## config.mk

```make
export PLATFORM = sky130hd
export DESIGN_NAME = error_response_decoder
export DESIGN_NICKNAME = d
export VERILOG_FILES = /design/src/rtl/error_response_decoder_pkg.sv /design/src/rtl/busy_retry_tracker.sv /design/src/rtl/error_response_decoder.sv
export SDC_FILE = /design/constraint.sdc
export NUM_CORES = 1
export LEC_CHECK = 0
export CAP_MARGIN = 5
export CORE_MARGIN = 2
export CORE_UTILIZATION = 35
export DETAILED_ROUTE_END_ITERATION = 7
export HOLD_SLACK_MARGIN = 0.12
export PLACE_DENSITY = 0.57
export REMOVE_ABC_BUFFERS = 1
export SYNTH_ARGS = -nofsm -noshare
export SYNTH_HDL_FRONTEND = slang
export SYNTH_SLANG_ARGS = --single-unit
```

## constraint.sdc

```tcl
create_clock -name clk -period 2.76 [get_ports clk]
set_input_delay 0.276 -clock clk [delete_from_list [all_inputs] [get_ports clk]]
set_output_delay 0.276 -clock clk [all_outputs]
set_load 0.03 [all_outputs]
```

## src/rtl/error_response_decoder_pkg.sv

```systemverilog
// Shared header layout, protocol constants and FSM encoding for the ERROR response
// decoder; the ERROR response builder imports the same package so both ends agree.
package error_response_decoder_pkg;

  localparam int SIZE_OF_HEADER_VARS     = 8;
  localparam int SIZE_OF_HEADER_IN_BYTES = 4;
  localparam int BUSY_CNT_W              = 4;

  localparam logic [SIZE_OF_HEADER_VARS-1:0] PROTOCOL_VERSION = 8'h01;
  localparam logic [SIZE_OF_HEADER_VARS-1:0] ERROR_RESP_CMD   = 8'h7F;

  localparam logic [SIZE_OF_HEADER_VARS-1:0] ERR_INVALID_REQUEST      = 8'h01;
  localparam logic [SIZE_OF_HEADER_VARS-1:0] ERR_UNSUPPORTED_PROTOCOL = 8'h02;
  localparam logic [SIZE_OF_HEADER_VARS-1:0] ERR_BUSY                 = 8'h03;
  localparam logic [SIZE_OF_HEADER_VARS-1:0] ERR_UNSPECIFIED          = 8'h04;

  typedef logic [SIZE_OF_HEADER_VARS-1:0] hdr_byte_t;

  typedef enum logic [1:0] {
    ST_IDLE   = 2'd0,
    ST_HDR    = 2'd1,
    ST_DRAIN  = 2'd2,
    ST_REPORT = 2'd3
  } state_t;

  typedef struct packed {
    logic      is_error_resp;
    logic      invalid_request;
    logic      unsupported_protocol;
    logic      busy;
    logic      unspecified;
    logic      unknown_code;
    logic      malformed;
    hdr_byte_t param1;
    hdr_byte_t param2;
  } result_t;

  // Framing errors outrank a bad version, which outranks the MessageType check.
  function automatic result_t classify(input hdr_byte_t b0, input hdr_byte_t b1,
                                       input hdr_byte_t b2, input hdr_byte_t b3,
                                       input logic framing_err, input logic has_payload,
                                       input logic has_params);
    result_t r;
    r = '0;
    if (has_params) begin
      r.param1 = b2;
      r.param2 = b3;
    end
    if (framing_err || (has_payload && b1 == ERROR_RESP_CMD) || b0 != PROTOCOL_VERSION) begin
      r.malformed = 1'b1;
    end else if (b1 == ERROR_RESP_CMD) begin
      r.is_error_resp = 1'b1;
      case (b2)
        ERR_INVALID_REQUEST:      r.invalid_request      = 1'b1;
        ERR_UNSUPPORTED_PROTOCOL: r.unsupported_protocol = 1'b1;
        ERR_BUSY:                 r.busy                 = 1'b1;
        ERR_UNSPECIFIED:          r.unspecified          = 1'b1;
        default:                  r.unknown_code         = 1'b1;
      endcase
    end
    return r;
  endfunction

endpackage

```

## src/rtl/busy_retry_tracker.sv

```systemverilog
// Counts consecutive well-formed Busy errors and turns them into retry pulses
// or a sticky give-up once the retry budget is spent.
module busy_retry_tracker
  import error_response_decoder_pkg::*;
#(
  parameter int MAX_BUSY_RETRIES = 3
) (
  input  logic clk,
  input  logic reset,
  input  logic i_commit,
  input  logic i_well_formed,
  input  logic i_busy,
  input  logic i_clear,
  output logic o_busy_retry,
  output logic o_busy_give_up
);

  localparam logic [BUSY_CNT_W-1:0] MAX_CNT = BUSY_CNT_W'(MAX_BUSY_RETRIES);

  logic [BUSY_CNT_W-1:0] r_cnt;
  logic                  r_give_up;
  logic [BUSY_CNT_W-1:0] w_inc;
  logic                  w_busy_event;
  logic                  w_other_event;
  logic                  w_hit_max;

  assign w_inc         = (r_cnt == '1) ? r_cnt : r_cnt + BUSY_CNT_W'(1);
  assign w_busy_event  = i_commit & i_well_formed & i_busy;
  assign w_other_event = i_commit & i_well_formed & ~i_busy;
  assign w_hit_max     = w_busy_event & (w_inc == MAX_CNT);

  assign o_busy_retry   = w_busy_event & (w_inc < MAX_CNT);
  assign o_busy_give_up = r_give_up | w_hit_max;

  // NOTE: state registers use non-blocking assignments so every flop samples
  // pre-edge values regardless of the order the statements are written in.
  always_ff @(posedge clk) begin
    if (reset) begin
      r_cnt     <= '0;
      r_give_up <= 1'b0;
    end else begin
      // A report writing the counter wins over a coincident clear.
      if (w_busy_event)                   r_cnt <= w_inc;
      else if (w_other_event || i_clear)  r_cnt <= '0;

      if (w_hit_max)    r_give_up <= 1'b1;
      else if (i_clear) r_give_up <= 1'b0;
    end
  end

endmodule

```

## src/rtl/error_response_decoder.sv

```systemverilog
// Byte-serial parser for authentication responses: captures the 4-byte header,
// classifies ERROR responses and reports one result per message.
module error_response_decoder
  import error_response_decoder_pkg::*;
#(
  parameter int MAX_BUSY_RETRIES = 3,
  parameter int RX_TIMEOUT       = 1023
) (
  input  logic       clk,
  input  logic       reset,
  input  logic       Enable,
  input  logic [7:0] rx_byte,
  input  logic       rx_valid,
  input  logic       rx_last,
  output logic       rx_ready,
  output logic       err_valid,
  output logic       is_error_resp,
  output logic       Error_Invalid_Request,
  output logic       Error_Unsupported_Protocol,
  output logic       Error_Busy,
  output logic       Error_Unspecified,
  output logic       Error_Unknown_Code,
  output logic [7:0] param1,
  output logic [7:0] param2,
  output logic       malformed,
  output logic       busy_retry,
  output logic       busy_give_up,
  input  logic       clear
);

  localparam logic [9:0] TO_LAST = 10'(RX_TIMEOUT - 1);

  state_t r_state;
  state_t w_state_next;

  logic [SIZE_OF_HEADER_IN_BYTES-1:0][SIZE_OF_HEADER_VARS-1:0] r_hdr;
  logic [1:0] r_idx;
  logic       r_full;
  logic       r_framing_err;
  logic       r_payload;
  logic [9:0] r_to_cnt;
  result_t    r_held;

  logic    w_accept;
  logic    w_in_msg;
  logic    w_timeout;
  logic    w_commit;
  result_t w_result;
  result_t w_out;

  assign rx_ready  = Enable & ~reset & (r_state != ST_REPORT);
  assign w_accept  = rx_valid & rx_ready;
  assign w_in_msg  = (r_state == ST_HDR) || (r_state == ST_DRAIN);
  assign w_timeout = w_in_msg & ~w_accept & (r_to_cnt == TO_LAST);
  assign w_commit  = (r_state == ST_REPORT) & Enable & ~reset;

  always_ff @(posedge clk) begin
    if (reset) r_state <= ST_IDLE;
    else       r_state <= w_state_next;
  end

  // NOTE: the next-state default is assigned first so no path leaves it
  // unassigned, which would otherwise infer a latch.
  always_comb begin
    w_state_next = r_state;
    if (!Enable) begin
      w_state_next = ST_IDLE;
    end else begin
      unique case (r_state)
        ST_IDLE: begin
          if (w_accept) w_state_next = rx_last ? ST_REPORT : ST_HDR;
        end
        ST_HDR: begin
          if (w_accept) begin
            if (rx_last)            w_state_next = ST_REPORT;
            else if (r_idx == 2'd3) w_state_next = ST_DRAIN;
          end else if (w_timeout) begin
            w_state_next = ST_REPORT;
          end
        end
        ST_DRAIN: begin
          if ((w_accept && rx_last) || w_timeout) w_state_next = ST_REPORT;
        end
        ST_REPORT: w_state_next = ST_IDLE;
        default:   w_state_next = ST_IDLE;
      endcase
    end
  end

  // NOTE: the header bytes are ordinary flops and are reset with everything
  // else so a message cut short never reports stale header contents.
  always_ff @(posedge clk) begin
    if (reset) begin
      r_hdr         <= '0;
      r_idx         <= '0;
      r_full        <= 1'b0;
      r_framing_err <= 1'b0;
      r_payload     <= 1'b0;
      r_to_cnt      <= '0;
    end else if (!Enable) begin
      r_idx    <= '0;
      r_to_cnt <= '0;
    end else if (r_state == ST_IDLE) begin
      if (w_accept) begin
        r_hdr         <= {24'h0, rx_byte};
        r_idx         <= 2'd1;
        r_full        <= 1'b0;
        r_framing_err <= rx_last;
        r_payload     <= 1'b0;
        r_to_cnt      <= '0;
      end
    end else if (w_in_msg) begin
      if (w_accept) begin
        r_to_cnt <= '0;
        if (r_state == ST_HDR) begin
          r_hdr[r_idx] <= rx_byte;
          r_idx        <= r_idx + 2'd1;
          if (r_idx == 2'd3) begin
            r_full    <= 1'b1;
            r_payload <= ~rx_last;
          end else if (rx_last) begin
            r_framing_err <= 1'b1;
          end
        end
      end else begin
        r_to_cnt <= r_to_cnt + 10'd1;
        if (w_timeout) r_framing_err <= 1'b1;
      end
    end else begin
      r_idx    <= '0;
      r_to_cnt <= '0;
    end
  end

  assign w_result = classify(r_hdr[0], r_hdr[1], r_hdr[2], r_hdr[3],
                             r_framing_err, r_payload, r_full);

  // The fresh result is visible during REPORT and becomes the held value after it.
  always_ff @(posedge clk) begin
    if (reset)         r_held <= '0;
    else if (w_commit) r_held <= w_result;
    else if (clear)    r_held <= '0;
  end

  assign w_out = w_commit ? w_result : r_held;

  assign err_valid                  = w_commit;
  assign is_error_resp              = w_out.is_error_resp;
  assign Error_Invalid_Request      = w_out.invalid_request;
  assign Error_Unsupported_Protocol = w_out.unsupported_protocol;
  assign Error_Busy                 = w_out.busy;
  assign Error_Unspecified          = w_out.unspecified;
  assign Error_Unknown_Code         = w_out.unknown_code;
  assign malformed                  = w_out.malformed;
  assign param1                     = w_out.param1;
  assign param2                     = w_out.param2;

  busy_retry_tracker #(
    .MAX_BUSY_RETRIES(MAX_BUSY_RETRIES)
  ) u_busy_retry_tracker (
    .clk           (clk),
    .reset         (reset),
    .i_commit      (w_commit),
    .i_well_formed (~w_result.malformed),
    .i_busy        (w_result.busy),
    .i_clear       (clear),
    .o_busy_retry  (busy_retry),
    .o_busy_give_up(busy_give_up)
  );

endmodule

```

Yosys cells after proc, flatten, opt, wreduce, memory -nomap -nowiden
Index checks and enable logic that the tools add are counted.
{"block": "totals", "regBits": 77, "out_inout_bits": 27}
{"block": "classes", "addsub": 3, "magnitude_cmp": 3, "eq_ne": 24, "muxes": 61, "n_bitwise": 19, "reduce_logical": 22}
{"op": "32-bit two-way mux", "count": 5}
{"op": "23-bit two-way mux", "count": 3}
{"op": "10-bit two-way mux", "count": 4}
{"op": "32-bit bitwise mux", "count": 1}
{"op": "1-bit two-way mux", "count": 27}
{"op": "2-bit two-way mux", "count": 12}
{"op": "8-bit demux with 2-bit select", "count": 1}
{"op": "8-bit by 2-bit equality test with 1-bit output (second input constant)", "count": 2}
{"op": "16-bit two-way mux", "count": 1}
{"op": "1-bit bitwise AND", "count": 12}
{"op": "4-bit two-way mux", "count": 3}
{"op": "6-bit two-way mux", "count": 2}
{"op": "2-bit nonzero test", "count": 6}
{"op": "10-bit by 1-bit adder with 10-bit output (second input constant)", "count": 1}
{"op": "10-bit equality test (second input constant)", "count": 1}
{"op": "3-bit by 2-bit != test with 1-bit output (second input constant)", "count": 3}
{"op": "8-bit by 1-bit equality test with 1-bit output (second input constant)", "count": 1}
{"op": "8-bit by 3-bit equality test with 1-bit output (second input constant)", "count": 1}
{"op": "8-bit by 7-bit equality test with 1-bit output (second input constant)", "count": 1}
{"op": "8-bit two-way mux", "count": 1}
{"op": "8-bit by 1-bit != test with 1-bit output (second input constant)", "count": 1}
{"op": "2-bit case mux with 4 select lines", "count": 1}
{"op": "7-bit AND reduction", "count": 1}
{"op": "2-bit equality test (second input constant)", "count": 3}
{"op": "24 further kinds", "count": 38}

Depth between registers and ports, before layout
{"block": "depth", "word_depth": 11, "ltp_mapped": 9, "depth_no_buf": 7}

Hierarchy
A second synthesis with hierarchy kept.
{"block": "hier_totals", "hier_cells": 424, "hier_area_um2": 3777.4}
{"mod": "error_response_decoder", "instances": 1, "cells_each": 383, "area_per_inst_um2": 3420.8}
{"mod": "busy_retry_tracker", "instances": 1, "cells_each": 41, "area_per_inst_um2": 356.6}

Worst setup path after synthesis
Ideal clock, no wire load.
{"block": "synth_timing", "kind": "register to output", "start": "register r_hdr[23] in the netlist's numbering", "end": "output busy_retry", "t_arrival_ps": 2290, "t_required_ps": 2484, "path_slack_ps": 194, "path_stages_with_launch": 6, "path_buffers": 0, "cell_sequence": "dfxtp_1 -> or3_1 -> nor3_1 -> and4b_1 -> nand3_1 -> nor4b_1"}
{"block": "synth_via", "elab_chain_len": 6}
{"item": "from (decl)", "line_no": "error_response_decoder.sv:36", "source": "logic [SIZE_OF_HEADER_IN_BYTES-1:0][SIZE_OF_HEADER_VARS-1:0] r_hdr;"}
{"item": "from (signal assigned)", "line_no": "error_response_decoder.sv:105", "source": "r_hdr <= {24'h0, rx_byte};"}
{"item": "from (signal, indexed assignment)", "line_no": "error_response_decoder.sv:116", "source": "r_hdr[r_idx] <= rx_byte;"}
{"item": "8-bit by 2-bit equality test with 1-bit output", "line_no": "error_response_decoder_pkg.sv:53", "source": "case (b2)"}
{"item": "1-bit two-way mux", "line_no": "error_response_decoder_pkg.sv:53"}
{"item": "6-bit two-way mux", "line_no": "error_response_decoder_pkg.sv:51", "source": "end else if (b1 == ERROR_RESP_CMD) begin"}
{"item": "6-bit two-way mux", "line_no": "error_response_decoder_pkg.sv:49", "source": "if (framing_err || (has_payload && b1 == ERROR_RESP_CMD) || b0 != PROTOCOL_VERSION) begin"}
{"item": "1-bit bitwise AND", "line_no": "busy_retry_tracker.sv:28", "source": "assign w_busy_event = i_commit & i_well_formed & i_busy;"}
{"item": "1-bit bitwise AND", "line_no": "busy_retry_tracker.sv:32", "source": "assign o_busy_retry = w_busy_event & (w_inc < MAX_CNT);"}
{"item": "to (decl)", "line_no": "error_response_decoder.sv:26", "source": "output logic busy_retry,"}
Every way passes these cells.

Worst setup path after layout
Ends and elaborated chain as after synthesis.

==> out/results.tsv <==
metric	value	unit
netlist_top_cells_count	dfxtp_1 (77), nor2_1 (60), nand2_1 (37), a22o_1 (32), a21oi_1 (29)	
cts-resized-gates	0	
ys.flop_type	dfxtp_1	
power_density	508	mW/mm^2
worstRegToRegCells	7	
area_growth	19.0	%
cts_hold_buf	0	
synth_edf_count	0	
async_flop_share	0	%
drive_gt1_share	13.9	%
hpwl	6.12	mm
finalNonFillerCells	603	
hold_depth	2	
io_pins	41	
path_max_fanout	4	
cts_root_buf	clkbuf_8	
grt.busiest_layer	met2	
final_nets	488	
grt_pass1_vias	2911	
syn_area	0.00367	mm^2
clkPwrFrac	40.5	%
ys_types	51	
cap_viol_max_count	0	
slew_violations	0	
whs	0.190	ns
fin_crit_sh	95.8	%
dp.cells	587	
path_cells	or3_1 -> nor3_1 -> and4b_1 -> nand3_1 -> nor4b_1 -> buf_4	
grt_overflow_total	0	
grt_util_met1	22.4	%
num_vias	3218	
clkSinkCount	77	
cts_tree	yes	
antenna_found_initial	0	
portBuffers	40	
synth_seq_area_share	42.0	%
viasPerCell	5.34	
maxSlewHeadroom	59.3	%
rr_endpoint	r_hdr[17]	
die_h	106	um
grt_usage	16.2	%
finalInstanceArea	0.00436	mm^2
drtIter0Drc	182	
outcome	finished clean	
max_stage_delay	0.45	ns
rsz0062_at_grt	no	
ys_ff_latch	77	
synth_top_area_share	42.0	%
cp_slowest_cell	or3_1	
cts.clk_slew.worst_paths	0.09	ns
first_pass_iters	4	
fin_util	42.7	%
cts_setup_buffers	0	
path_buf_inv	1	
yosysTopAreaCell	dfxtp_1	
num_rows	37	
hold_viol	0	
start_util	35.8	%
core_region_area	0.0102	mm^2
ant_nets	0	
synth_area_leaders	dfxtp_1 (42%), a22o_1 (7.6%), nor2_1 (6.1%)	
ys.warnings.count	0	
r2r-start	r_state[0]	
p_sw_share	26.6	%
final-setup-viol-count	0	
r2r_setup_slack	0.47	ns
yosysMostFrequentCell	dfxtp_1	
clock_path_buffers	2	
worst_ep_arrival_time	2.37	ns
drc	0	
switching_power	590	uW
placed_area	0.00415	mm^2
vdd_drop_max	0.187	mV
gr-usage-met2	25.1	%
numCtsBuffers	9	
grt_pass1_wl	14.6	mm
diodes	0	
final.setup_skew	0.0113	ns
hold_class	in2reg	
maxClockFrequency	378	MHz
cp-end-kind	output pin	
place.gp.congestion	0.767	
cp-start-kind	flop	
die_w	106	um
grt_max_degree	45	
drt-total-wl	8.88	mm
hold_path.startpoint	reset	
pwr-share-comb	8.6	%
grt_use_met3	3.56	%
fin_crit	2.64	ns
die_area	0.0113	mm^2
h-tree-depth	3	
intPower	1630	uW
insertion_delay	0.36	ns
seqPwrFrac	50.9	%
synth.avg_cell_area	8.59	um^2
worst_slew_pin_slew	0.602	ns
tns	0	ns
synthCells	427	
holdPathEnd	r_payload	
cp_top_family	simple AND/OR/NAND/NOR gates	
routedWlPerCell	14.7	um
leakage	0.00170	uW
required	2.48	ns
crit_type	reg2out	
-- worst max-delay path by stage --
stage / endpoint / slack, ns / start / cells past startpoint
floorplan: busy_retry / 0.19 / r_hdr[23] / 5
global placement: busy_give_up / 0.38 / Enable / 7
detailed placement: busy_give_up / 0.35 / Enable / 7
CTS: busy_give_up / 0.03 / r_state[1] / 7
global route: busy_give_up / 0.008 / r_hdr[3] / 6
finish: busy_retry / 0.12 / r_hdr[23] / 6
-- registers in the layout, summed over array words and instances (netlist names) --
register and count:
u_busy_retry_tracker.r_give_up 1, r_hdr 32, r_held 23, r_framing_err 1, r_idx 2, r_full 1
r_to_cnt 10, u_busy_retry_tracker.r_cnt 4, r_payload 1, r_state 2
-- cells by family (layout without fill, tap and decap cells) --
group	count (synthesis)	in the layout	synth area share, %
simple gates	174	174	24.1
compound gates	113	113	22.4
flops	77	77	42.0
buf+inv	40	80	4.40
fa+ha+maj	12	12	4.09
mux	10	10	2.73
xor+xnor	1	1	0.239
-- final cells by class --
class                      instances  area (um^2)
timing repair buffer              52          433
clock inverter                     7         81.3
inverter                          12         45.0
fill                            1025         5870
tap                              136          170
multi-input combinational        310         1970
clock buffer                       9          124
sequential                        77         1540
-- per-layer routing --
metal | routed length [um] | vias to the layer above
met5 | 0 | -
met4 | 131 | 0
met3 | 388 | 11
met2 | 4030 | 69
met1 | 4330 | 1514
li1 | - | 1624
-- placed cells by master, fill, tap and decap left out, types with 2 or more instances in the layout --
cell type        synthesis  final
dfxtp_1                 77     76
nor2_1                  60     60
nand2_1                 37     37
buf_4                    0     37
a22o_1                  32     32
a21oi_1                 29     29
nand3_1                 16     16
a22oi_1                 16     16
clkdlybuf4s50_1          0     13
inv_1                   12     12
ha_1                    12     11
mux2i_1                 10     10
o21ai_0                  9      9
clkbuf_8                 0      9
nor2b_1                  7      7
nand4_1                  7      7
nor3_1                   6      6
nand2b_1                 6      6
a211oi_1                 5      5
a311oi_1                 5      5
nor4b_1                  4      4
and2_1                   4      4
and3_1                   4      4
a31oi_1                  4      4
nor4_1                   3      3
nand3b_1                 3      3
inv_6                    0      3
or3_1                    2      2
or4_1                    2      2
a21o_1                   2      2
and4b_1                  2      2
nor3b_1                  2      2
a2bb2oi_1                2      2
-- metrics by stage --
step	setup WS [ns]	power [uW]
2_1_floorplan	0.194	1260
6_report	0.116	2220
4_1_cts	0.0267	2250
5_1_grt	0.00848	2320
3_5_place_dp	0.350	1350
3_3_place_gp	0.381	1340
-- power by group through the flow --
stage	clock network (uW)	logic (uW)	registers (uW)
4_1_cts	932	191	1130
5_1_grt	982	211	1130
2_1_floorplan	0	106	1150
3_3_place_gp	0	189	1150
3_5_place_dp	0	190	1150
6_report	899	191	1130
Note: power is estimated with default switching activity, not from simulation.
